File: src/rtl/timer_bank.sv
// -----------------------------------------------------------------------------
// timer_bank
//   Multi-channel countdown timer advanced by a shared 1 Hz tick strobe.
//   Each channel supports LOAD / START / PAUSE / CANCEL / ACK commands,
//   optional auto-repeat, and a latched buzzer with an optional tick timeout.
//
// Ports
//   clk        in   system clock
//   reset      in   asynchronous, active-high; clears all state
//   tick       in   one-clk-wide 1 Hz strobe
//   cmd_valid  in   command strobe, sampled each posedge
//   cmd_ch     in   target channel of the command
//   cmd_op     in   0 NOP, 1 LOAD, 2 START, 3 PAUSE, 4 CANCEL, 5 ACK
//   cmd_value  in   LOAD value in seconds
//   cmd_repeat in   LOAD only: channel auto-reloads on expiry
//   rd_ch      in   readout channel select
//   rd_min     out  remaining whole minutes of rd_ch (combinational)
//   rd_sec     out  remaining seconds of rd_ch (combinational)
//   ch_state   out  per-channel state, channel i at [3i+2:3i]
//   buzzer     out  per-channel latched buzzer
//   any_buzz   out  OR of all buzzers
//   cmd_err    out  one-cycle pulse the cycle after an illegal command
// -----------------------------------------------------------------------------
module timer_bank #(
  parameter int N_CH       = 4,
  parameter int SEC_W      = 12,
  parameter int BUZZ_TICKS = 10,
  parameter int CH_W       = (N_CH > 1) ? $clog2(N_CH) : 1
) (
  input  logic                clk,
  input  logic                reset,
  input  logic                tick,
  input  logic                cmd_valid,
  input  logic [CH_W-1:0]     cmd_ch,
  input  logic [2:0]          cmd_op,
  input  logic [SEC_W-1:0]    cmd_value,
  input  logic                cmd_repeat,
  input  logic [CH_W-1:0]     rd_ch,
  output logic [SEC_W-1:0]    rd_min,
  output logic [5:0]          rd_sec,
  output logic [3*N_CH-1:0]   ch_state,
  output logic [N_CH-1:0]     buzzer,
  output logic                any_buzz,
  output logic                cmd_err
);

  localparam int BW = (BUZZ_TICKS > 0) ? $clog2(BUZZ_TICKS + 1) : 1;

  typedef enum logic [2:0] {
    ST_IDLE    = 3'd0,
    ST_LOADED  = 3'd1,
    ST_RUN     = 3'd2,
    ST_PAUSED  = 3'd3,
    ST_EXPIRED = 3'd4
  } state_t;

  typedef enum logic [2:0] {
    OP_NOP    = 3'd0,
    OP_LOAD   = 3'd1,
    OP_START  = 3'd2,
    OP_PAUSE  = 3'd3,
    OP_CANCEL = 3'd4,
    OP_ACK    = 3'd5,
    OP_BAD6   = 3'd6,
    OP_BAD7   = 3'd7
  } op_t;

  // Per-channel registers and their next values
  state_t           st_q   [N_CH];
  state_t           st_d   [N_CH];
  logic [SEC_W-1:0] cnt_q  [N_CH];
  logic [SEC_W-1:0] cnt_d  [N_CH];
  logic [SEC_W-1:0] rld_q  [N_CH];
  logic [SEC_W-1:0] rld_d  [N_CH];
  logic             rep_q  [N_CH];
  logic             rep_d  [N_CH];
  logic             buz_q  [N_CH];
  logic             buz_d  [N_CH];
  logic [BW-1:0]    bcnt_q [N_CH];
  logic [BW-1:0]    bcnt_d [N_CH];

  op_t    op;
  state_t sel_st;
  logic   sel_buz;
  logic   ch_ok;
  logic   op_ok;
  logic   cmd_legal;
  logic   cmd_illegal;

  assign op = op_t'(cmd_op);

  // ---------------------------------------------------------------------------
  // Command legality: look up the addressed channel, then check the op against
  // that channel's state. An out-of-range cmd_ch matches no channel.
  // ---------------------------------------------------------------------------
  always_comb begin
    // NOTE: every combinational output gets a default first so no path leaves
    // it unassigned, which would otherwise infer a latch.
    sel_st  = ST_IDLE;
    sel_buz = 1'b0;
    ch_ok   = 1'b0;
    op_ok   = 1'b0;
    for (int i = 0; i < N_CH; i++) begin
      if (cmd_ch == CH_W'(i)) begin
        ch_ok   = 1'b1;
        sel_st  = st_q[i];
        sel_buz = buz_q[i];
      end
    end
    case (op)
      OP_NOP:    op_ok = 1'b1;
      OP_LOAD:   op_ok = ((sel_st == ST_IDLE) || (sel_st == ST_LOADED)) &&
                         (cmd_value != '0);
      OP_START:  op_ok = (sel_st == ST_LOADED) || (sel_st == ST_PAUSED);
      OP_PAUSE:  op_ok = (sel_st == ST_RUN);
      OP_CANCEL: op_ok = 1'b1;
      OP_ACK:    op_ok = sel_buz;
      default:   op_ok = 1'b0;
    endcase
    cmd_legal   = cmd_valid && (op != OP_NOP) && ch_ok && op_ok;
    cmd_illegal = cmd_valid && (op != OP_NOP) && !(ch_ok && op_ok);
  end

  // ---------------------------------------------------------------------------
  // Per-channel next state. A legal command on a channel takes precedence over
  // that channel's tick in the same cycle; the tick is simply dropped there.
  // ---------------------------------------------------------------------------
  always_comb begin
    for (int i = 0; i < N_CH; i++) begin
      st_d[i]   = st_q[i];
      cnt_d[i]  = cnt_q[i];
      rld_d[i]  = rld_q[i];
      rep_d[i]  = rep_q[i];
      buz_d[i]  = buz_q[i];
      bcnt_d[i] = bcnt_q[i];

      if (cmd_legal && (cmd_ch == CH_W'(i))) begin
        case (op)
          OP_LOAD: begin
            cnt_d[i] = cmd_value;
            rld_d[i] = cmd_value;
            rep_d[i] = cmd_repeat;
            st_d[i]  = ST_LOADED;
          end
          OP_START: st_d[i] = ST_RUN;
          OP_PAUSE: st_d[i] = ST_PAUSED;
          OP_CANCEL: begin
            st_d[i]   = ST_IDLE;
            cnt_d[i]  = '0;
            rep_d[i]  = 1'b0;
            buz_d[i]  = 1'b0;
            bcnt_d[i] = '0;
          end
          OP_ACK: begin
            buz_d[i]  = 1'b0;
            bcnt_d[i] = '0;
            if (st_q[i] == ST_EXPIRED) st_d[i] = ST_IDLE;
          end
          default: ;
        endcase
      end else if (tick) begin
        // Buzzer timeout runs first; an expiry on the same tick overrides it
        // below so a repeating channel re-arms rather than going quiet.
        if ((BUZZ_TICKS != 0) && buz_q[i]) begin
          if (bcnt_q[i] + BW'(1) == BW'(BUZZ_TICKS)) begin
            buz_d[i]  = 1'b0;
            bcnt_d[i] = '0;
            if (st_q[i] == ST_EXPIRED) st_d[i] = ST_IDLE;
          end else begin
            bcnt_d[i] = bcnt_q[i] + BW'(1);
          end
        end
        if (st_q[i] == ST_RUN) begin
          if (cnt_q[i] > SEC_W'(1)) begin
            cnt_d[i] = cnt_q[i] - SEC_W'(1);
          end else begin
            buz_d[i]  = 1'b1;
            bcnt_d[i] = '0;
            if (rep_q[i]) begin
              cnt_d[i] = rld_q[i];
            end else begin
              cnt_d[i] = '0;
              st_d[i]  = ST_EXPIRED;
            end
          end
        end
      end
    end
  end

  // ---------------------------------------------------------------------------
  // State registers
  // ---------------------------------------------------------------------------
  always_ff @(posedge clk or posedge reset) begin
    if (reset) begin
      // NOTE: the per-channel arrays are real control state, not bulk storage,
      // so every element is explicitly cleared on reset.
      for (int i = 0; i < N_CH; i++) begin
        st_q[i]   <= ST_IDLE;
        cnt_q[i]  <= '0;
        rld_q[i]  <= '0;
        rep_q[i]  <= 1'b0;
        buz_q[i]  <= 1'b0;
        bcnt_q[i] <= '0;
      end
      cmd_err <= 1'b0;
    end else begin
      // NOTE: non-blocking assignments so every register samples the values
      // from before this edge, independent of statement order.
      for (int i = 0; i < N_CH; i++) begin
        st_q[i]   <= st_d[i];
        cnt_q[i]  <= cnt_d[i];
        rld_q[i]  <= rld_d[i];
        rep_q[i]  <= rep_d[i];
        buz_q[i]  <= buz_d[i];
        bcnt_q[i] <= bcnt_d[i];
      end
      cmd_err <= cmd_illegal;
    end
  end

  // ---------------------------------------------------------------------------
  // Outputs
  // ---------------------------------------------------------------------------
  logic [SEC_W-1:0] rd_count;

  always_comb begin
    rd_count = '0;
    ch_state = '0;
    buzzer   = '0;
    for (int i = 0; i < N_CH; i++) begin
      ch_state[3*i +: 3] = st_q[i];
      buzzer[i]          = buz_q[i];
      if (rd_ch == CH_W'(i)) rd_count = cnt_q[i];
    end
  end

  // Division by a constant 60 synthesises to fixed logic on the selected count.
  assign rd_min   = SEC_W'(rd_count / SEC_W'(60));
  assign rd_sec   = 6'(rd_count % SEC_W'(60));
  assign any_buzz = |buzzer;

endmodule
File: config.mk
export PLATFORM = sky130hd
export DESIGN_NAME = timer_bank
export DESIGN_NICKNAME = d
export VERILOG_FILES = /design/src/rtl/timer_bank.sv
export SDC_FILE = /design/constraint.sdc
export NUM_CORES = 1
export LEC_CHECK = 0
export ABC_AREA = 1
export BUFFER_PORTS_ARGS = -buffer_cell sky130_fd_sc_hd__buf_2
export CORE_AREA = 4 4 140 142
export DETAILED_ROUTE_END_ITERATION = 7
export DIE_AREA = 0 0 144 146
export PLACE_DENSITY = 0.67
export SYNTH_ARGS = -nofsm -noshare
export SYNTH_HDL_FRONTEND = slang
export SYNTH_SLANG_ARGS = --single-unit
File: constraint.sdc
create_clock -name clk -period 11.1 [get_ports clk]
set_input_delay 0.555 -clock clk [delete_from_list [all_inputs] [get_ports clk]]
set_output_delay 0.555 -clock clk [all_outputs]
set_load 0.01 [all_outputs]
==> impl_metrics.json, run 1 <==
{
  "outcome": "complete, no violations",
  "floorplan.io_pins": 60,
  "finalHoldViolations": 0,
  "post_route_cells_drive_above_1_share": 0.107,
  "viasPerCell": 5.60,
  "routed_wirelength_mm": 27.1,
  "data_arrival_at_the_endpoint_of_the_critical_path_ns": 3.87,
  "peakVddDrop_mv": 0.146,
  "postSynthCellCount": 1291,
  "seqPwrFrac": 0.301,
  "drtAntennaViolNets": 0,
  "drt_iter0_markers": 938,
  "max_freq_mhz": 226,
  "gr-total-overflow": 0,
  "dpl_worst_slack_ns": 6.67,
  "end_kind": "output pin",
  "reg2reg_path_depth": 12,
  "hpwl_mm": 19.8,
  "finalWorstSetupSlack_ns": 6.68,
  "groute.usage.overall": 0.265,
  "tritoncts_clock_tree": "yes",
  "timing.reg2reg.setup_slack_ns": 7.55,
  "via_count_of_the_first_global_routing_pass": 8208,
  "initial_antenna_violation_count": 1,
  "post_layout_nonfiller_instances": 1575,
  "port-buffer-count": 54,
  "post-place-cells": 1543,
  "final.setup_skew_ns": 0.0105,
  "worstPathRequired_ns": 10.55,
  "timing.setup.critical_path_class": "primary input to output pin",
  "nets": 1368,
  "r2r_start": "ch_state[0]",
  "sw_frac_of_total": 0.451,
  "cts_hold_buf": 0,
  "synthDistinctLibCells": 49,
  "fp.dieH_um": 146,
  "core.rowCount": 50,
  "grt_start_max_net_pins": 76,
  "min_clock_period_post_route_ns": 4.42,
  "hp-class": "primary input to async pin",
  "timing_worst_slew_pin_value_ns": 0.973,
  "sum_of_negative_setup_slack_ns": 0,
  "power.share.clock": 0.219,
  "cts-root-buf": "sky130_fd_sc_hd__clkbuf_16",
  "synth-warning-count": 0,
  "max_slew_margin": 0.349,
  "reg2reg_to": "rld_q[16]",
  "setup.worst_path.start_class": "primary input",
  "period_share": 0.398,
  "power.switching_uw": 1220,
  "post_drt_wl_per_cell_um": 17.2,
  "timing.max_cap.violations": 0,
  "pwr_density_cell_nw_per_um2": 270,
  "synth_seq_cells": 133,
  "cts_buffers": 17,
  "p_int_uw": 1490,
  "num_vias": 8823,
  "grt_pass1_wl_mm": 43.9,
  "design.die.area_um2": 21000,
  "die_w_um": 144,
  "drc_errors": 0,
  "clk_path_buf_depth": 2,
  "clk_pin_slew_worst_paths_ns": 0.06,
  "cts.sink_count": 133,
  "crit_path_max_fanout": 15,
  "postCtsSetupBuffers": 0,
  "setup_repair_after_global_routing_missed_its_margin": "false",
  "htree_depth": 4,
  "setup_viol_count_final": 0,
  "antenna-diode-count": 0,
  "share_comb_of_total_power": 0.480,
  "post_cts.resized_instances": 0,
  "number_of_max_slew_violations_in_the_final_report": 0,
  "area_delta_synth_final_pct": 11.8,
  "gp_congestion": 0.921,
  "firstDrtPassIters": 5,
  "synth-seq-area-share": 0.370,
  "insertion_delay_ns": 0.42,
  "synthesis.area_um2": 9000,
  "core-area_um2": 18500,
  "initial_core_util": 0.487,
  "power.static_leakage_uw": 0.00482,
  "syn_avg_cell_area_um2": 6.97
}
worst max-delay path, stage by stage:
cell and delay, ns:
sky130_fd_sc_hd__buf_2 0.19, sky130_fd_sc_hd__nor2_2 0.26, sky130_fd_sc_hd__nand2_1 0.10, sky130_fd_sc_hd__o211ai_1 0.16, sky130_fd_sc_hd__nand2_1 0.21, sky130_fd_sc_hd__nand4_1 0.21, sky130_fd_sc_hd__nand2_4 0.10, sky130_fd_sc_hd__nand2_4 0.09
sky130_fd_sc_hd__nand2_1 0.11, sky130_fd_sc_hd__nor2_1 0.26, sky130_fd_sc_hd__nand4_4 0.17, sky130_fd_sc_hd__nand2_2 0.13, sky130_fd_sc_hd__nand2_1 0.09, sky130_fd_sc_hd__nand2_2 0.10, sky130_fd_sc_hd__nor2_2 0.06, sky130_fd_sc_hd__o21bai_4 0.14
sky130_fd_sc_hd__nand3_2 0.14, sky130_fd_sc_hd__clkinv_1 0.07, sky130_fd_sc_hd__nand2_1 0.07, sky130_fd_sc_hd__nand2_1 0.15, sky130_fd_sc_hd__inv_1 0.07, sky130_fd_sc_hd__o21bai_2 0.20, sky130_fd_sc_hd__nand2_1 0.07, sky130_fd_sc_hd__nand2_1 0.04
sky130_fd_sc_hd__buf_2 0.13
registers in the layout, summed over array words and instances (netlist names):
signal,cells
ch_state,12
bcnt_q,16
cmd_err,1
rld_q,48
rep_q,4
cnt_q,48
buzzer,4
worst max-delay path by stage:
| stage | startpoint | slack [ns] | cells past startpoint | to |
|---|---|---|---|---|
| floorplan | reset | 6.99 | 1 | bcnt_q[0] |
| global placement | rd_ch[0] | 6.73 | 25 | rd_sec[4] |
| detailed placement | rd_ch[1] | 6.67 | 27 | rd_sec[4] |
| CTS | rd_ch[1] | 6.67 | 27 | rd_sec[4] |
| global route | rd_ch[0] | 6.21 | 27 | rd_sec[2] |
| finish | rd_ch[0] | 6.68 | 25 | rd_sec[4] |
synth_stat cells (all sizes together):
library cell    n  area [um^2]
a221oi          1         8.76
and3            1         6.26
a31o            1         8.76
a211oi          1         7.51
a311o           2         20.0
a32o            1         10.0
inv           176          661
or3             1         6.26
xnor2           8         70.1
clkbuf         40          150
o21ai         221         1120
o21a            2         15.0
nor3           23          115
nand4          10         83.8
a21o            4         30.0
nor4            3         18.8
or2             1         6.26
nor2          107          414
dfrtp         133         3330
a22o            1         8.76
o22ai          19          119
buf             9         60.1
xor2           26          228
ha             16          200
nand3         101          528
a31oi          16          100
conb            1         3.75
o221ai          6         52.6
o311ai          4         35.0
a21oi          28          144
clkinv          1         3.75
o211ai         19          143
o21bai          7         78.8
o2111ai         2         17.5
nand2         299         1200
metrics by stage:
step | total power, uW | util | cell area, um^2 | hold WS, ns
after floorplan | 1750 | - | 9010 | 0.446
after global placement | 2080 | 0.512 | 9440 | 0.461
after detailed placement | 2100 | 0.512 | 9440 | 0.473
after CTS | 2710 | 0.545 | 10100 | 0.269
after global routing | 2950 | 0.545 | 10100 | 0.290
final | 2710 | 0.545 | 10100 | 0.239
metal layers:
layer | track usage | share of wire
met1 | 0.389 | 0.45
met2 | 0.393 | 0.44
met3 | 0.0532 | 0.082
met4 | 0.0819 | 0.025
met5 | 0 | 0.00026
layout make-up:
type / count / area [um^2]
fillers: 1804 / 8390
flip-flops and latches: 133 / 3330
clock inverters: 11 / 149
well taps: 234 / 293
repair buffers: 63 / 338
inverters: 177 / 669
multi-input cells: 936 / 4810
clock buffers: 21 / 470
power groups by stage:
stage	logic (uW)	registers, uW	clock network (uW)
3_3_place_gp	1270	812	0
3_5_place_dp	1290	813	0
5_1_grt	1490	836	621
6_report	1300	816	595
2_1_floorplan	995	754	0
4_1_cts	1300	809	599
cells in the final DEF (no fill, tap or decap), drive strengths merged, types with 21 or more instances in the layout:
master / instances
a21oi: 28
inv: 177
o21ai: 221
clkbuf: 21
nand3: 101
xor2: 26
buf: 63
nor2: 107
nand2: 299
nor3: 23
dfrtp: 133
cells by family after synthesis:
| family | synth area share |
|---|---|
| fa+ha+maj | 0.0223 |
| compound gates | 0.213 |
| simple gates | 0.264 |
| flops | 0.370 |
| other cells | 0.000417 |
| buf+inv | 0.0972 |
| xor+xnor | 0.0331 |
Power figures use the tool's default switching activity.
==> run 2: changes to the inputs <==
--- a/config.mk
+++ b/config.mk
@@ -10,7 +10,7 @@
 export CORE_AREA = 4 4 140 142
 export DETAILED_ROUTE_END_ITERATION = 7
 export DIE_AREA = 0 0 144 146
-export PLACE_DENSITY = 0.67
+export PLACE_DENSITY = 0.69
 export SYNTH_ARGS = -nofsm -noshare
 export SYNTH_HDL_FRONTEND = slang
 export SYNTH_SLANG_ARGS = --single-unit
==> constraint.sdc (replaced) <==
create_clock -name clk -period 3.9 [get_ports clk]
set_input_delay 0.195 -clock clk [delete_from_list [all_inputs] [get_ports clk]]
set_output_delay 0.195 -clock clk [all_outputs]
set_load 0.01 [all_outputs]
==> run 2 against run 1 <==
Compared with the run above: setup slack worse by 6.6 ns; cell count is 1.8% higher; critical path depth is 3 higher; die area stayed put; critical endpoint is now rd_sec[3]; via count is 2.2% higher; final area is 3.1% higher; power grew to 2.9 times the previous value; first-iteration DRC count is 10% lower; utilization is 1.7 points higher; highest routed layer is now met4; sequential power grew to 2.8 times the previous value.
==> impl_metrics.json, run 2 (same netlist as run 1, synthesis figures left out) <==
{
  "period_share": 0.992,
  "met1_track_usage_gr": 0.379,
  "timing.critical_path.max_delay_family": "simple AND/OR/NAND/NOR gates",
  "timing.critical_path.slowest_stage_cell": "sky130_fd_sc_hd__dfrtp_2",
  "final_core_util": 0.562,
  "power.static_leakage_uw": 0.00497,
  "worstPathRequired_ns": 3.70,
  "post_route_cells_drive_above_1_share": 0.153,
  "share_comb_of_total_power": 0.513,
  "nets": 1397,
  "drtAntennaViolNets": 0,
  "clk_pin_slew_worst_paths_ns": 0.06,
  "viasPerCell": 5.62,
  "pwr_density_cell_nw_per_um2": 760,
  "final.setup_skew_ns": 0.00774,
  "core-area_um2": 18500,
  "drc_errors": 0,
  "routed_wirelength_mm": 27.4,
  "peakVddDrop_mv": 0.340,
  "sum_of_negative_setup_slack_ns": 0,
  "sw_frac_of_total": 0.461,
  "timing.setup.critical_path_class": "flop to output pin",
  "num_vias": 9014,
  "die_w_um": 144,
  "area_delta_synth_final_pct": 15.3,
  "groute.usage.overall": 0.263,
  "setup.worst_path.start_class": "flop",
  "max_slew_margin": 0.434,
  "layout_top_registers": "cnt_q (48), rld_q (48), bcnt_q (16)",
  "timing.critical_path.buf_inv": 2,
  "global_route.peak_usage_layer": "met2",
  "hold-worst-slack_ns": 0.0671,
  "setup_viol_count_final": 0,
  "reg2reg_to": "cnt_q[22]",
  "max_freq_mhz": 258,
  "clk_path_buf_depth": 2,
  "fp.dieH_um": 146,
  "htree_depth": 4,
  "firstDrtPassIters": 5,
  "crit_path_max_fanout": 7,
  "power.share.clock": 0.192,
  "commonest_non_fill_non_tap_cell_in_the_layout": "sky130_fd_sc_hd__nand2_1",
  "grt.met2_usage": 0.384,
  "hp-class": "primary input to flop",
  "initial_antenna_violation_count": 0,
  "cts.sink_count": 133,
  "p_int_uw": 4250,
  "cts_buffers": 17,
  "grt_start_max_net_pins": 87,
  "data_arrival_at_the_endpoint_of_the_critical_path_ns": 3.68,
  "cell_area_placed_um2": 9520,
  "design.die.area_um2": 21000,
  "layout.cell_area.non_filler_um2": 10400,
  "floorplan.io_pins": 60,
  "finalHoldViolations": 0,
  "number_of_max_slew_violations_in_the_final_report": 0,
  "min_from": "cmd_valid",
  "setup_repair_after_global_routing_missed_its_margin": "true",
  "gp_congestion": 0.922,
  "antenna-diode-count": 0,
  "reg2reg_path_depth": 14,
  "initial_core_util": 0.487,
  "worst_hold_path.num_cells": 3,
  "cp_slowest_stage_delay_ns": 0.45,
  "cts-root-buf": "sky130_fd_sc_hd__clkbuf_16",
  "insertion_delay_ns": 0.43,
  "min_clock_period_post_route_ns": 3.87,
  "timing_worst_slew_pin_value_ns": 0.844,
  "timing.max_cap.violations": 0,
  "seqPwrFrac": 0.294,
  "post_drt_wl_per_cell_um": 17.1,
  "end_kind": "output pin",
  "timing.reg2reg.setup_slack_ns": 0.60,
  "crit_path_most_repeated_cell": "sky130_fd_sc_hd__nand2_2",
  "whs_endpoint": "cmd_err",
  "via_count_of_the_first_global_routing_pass": 8132,
  "grt_pass1_wl_mm": 43.3,
  "layout.cells.most_common_list": "sky130_fd_sc_hd__nand2_1, sky130_fd_sc_hd__o21ai_0, sky130_fd_sc_hd__inv_1",
  "core.rowCount": 50,
  "gr-total-overflow": 0,
  "power.switching_uw": 3630,
  "hpwl_mm": 20.0,
  "r2r_start": "ch_state[10]",
  "dpl_worst_slack_ns": 0.306,
  "port-buffer-count": 54,
  "gr-usage-met3": 0.0654,
  "finalWorstSetupSlack_ns": 0.0296,
  "outcome": "complete, no violations",
  "drt_iter0_markers": 840,
  "tritoncts_clock_tree": "yes"
}
## run 2: changes by cell type in the layout (fill, tap and decap cells not counted), sizes merged
cell / previous run / this run
clkbuf: 21 / 19
dlygate4sd3: 0 / 1
bufinv: 3 / 1
clkinv: 5 / 9
buf: 63 / 91
## run 2: power by group through the flow
stage | Sequential (uW) | Combinational (uW) | Clock [uW]
after detailed placement | 2320 | 3670 | 0
final | 2320 | 4040 | 1520
after global placement | 2320 | 3620 | 0
after global routing | 2370 | 4560 | 1610
after CTS | 2300 | 3770 | 1540
after floorplan | 2150 | 2830 | 0
## run 2: layout make-up
class	count	area, um^2
Sequential cell	133	3330
Fill cell	1740	8080
Tap cell	234	293
Clock inverter	13	109
Inverter	177	669
Clock buffer	19	443
Timing Repair Buffer	92	558
Multi-Input combinational cell	936	4970
## run 2: worst max-delay path by stage
stage	depth (start not counted)	startpoint	slack, ns	to
floorplan	1	reset	0.15	bcnt_q[0]
global placement	27	rd_ch[1]	0.42	rd_sec[3]
detailed placement	29	rd_ch[1]	0.31	rd_sec[4]
CTS	27	cnt_q[31]	0.002	rd_sec[4]
global route	28	cnt_q[11]	-0.28	rd_sec[3]
finish	28	cnt_q[11]	0.03	rd_sec[3]
## run 2: worst min-delay path, cell delays in order
cell                      delay [ns]
sky130_fd_sc_hd__buf_2          0.10
sky130_fd_sc_hd__o21ai_0        0.09
sky130_fd_sc_hd__nor2_1         0.06
## run 2: layer usage
metal  vias to the layer above  wire, um
met1                      4195     12100
met2                       351     12200
met5                         -         0
li1                       4416         -
met4                         0       815
met3                        52      2320
## run 2: per-stage QoR
| stage | total power [uW] | instances |
|---|---|---|
| finish | 7880 | 1604 |
| global route | 8540 | 1604 |
| CTS | 7600 | 1591 |
| detailed placement | 5990 | 1554 |
| global placement | 5940 | 1554 |
| floorplan | 4980 | 1295 |
## run 2: timing repair
| item | CTS | global route |
|---|---|---|
| pin swaps | 5 | 22 |
| hold buffers | 1 | 0 |
| setup endpoints to repair | 4 | 5 |
| gates resized for setup | 13 | 37 |
| buffers inserted | 4 | 13 |
| endpoints found under the hold margin | 84 | 0 |
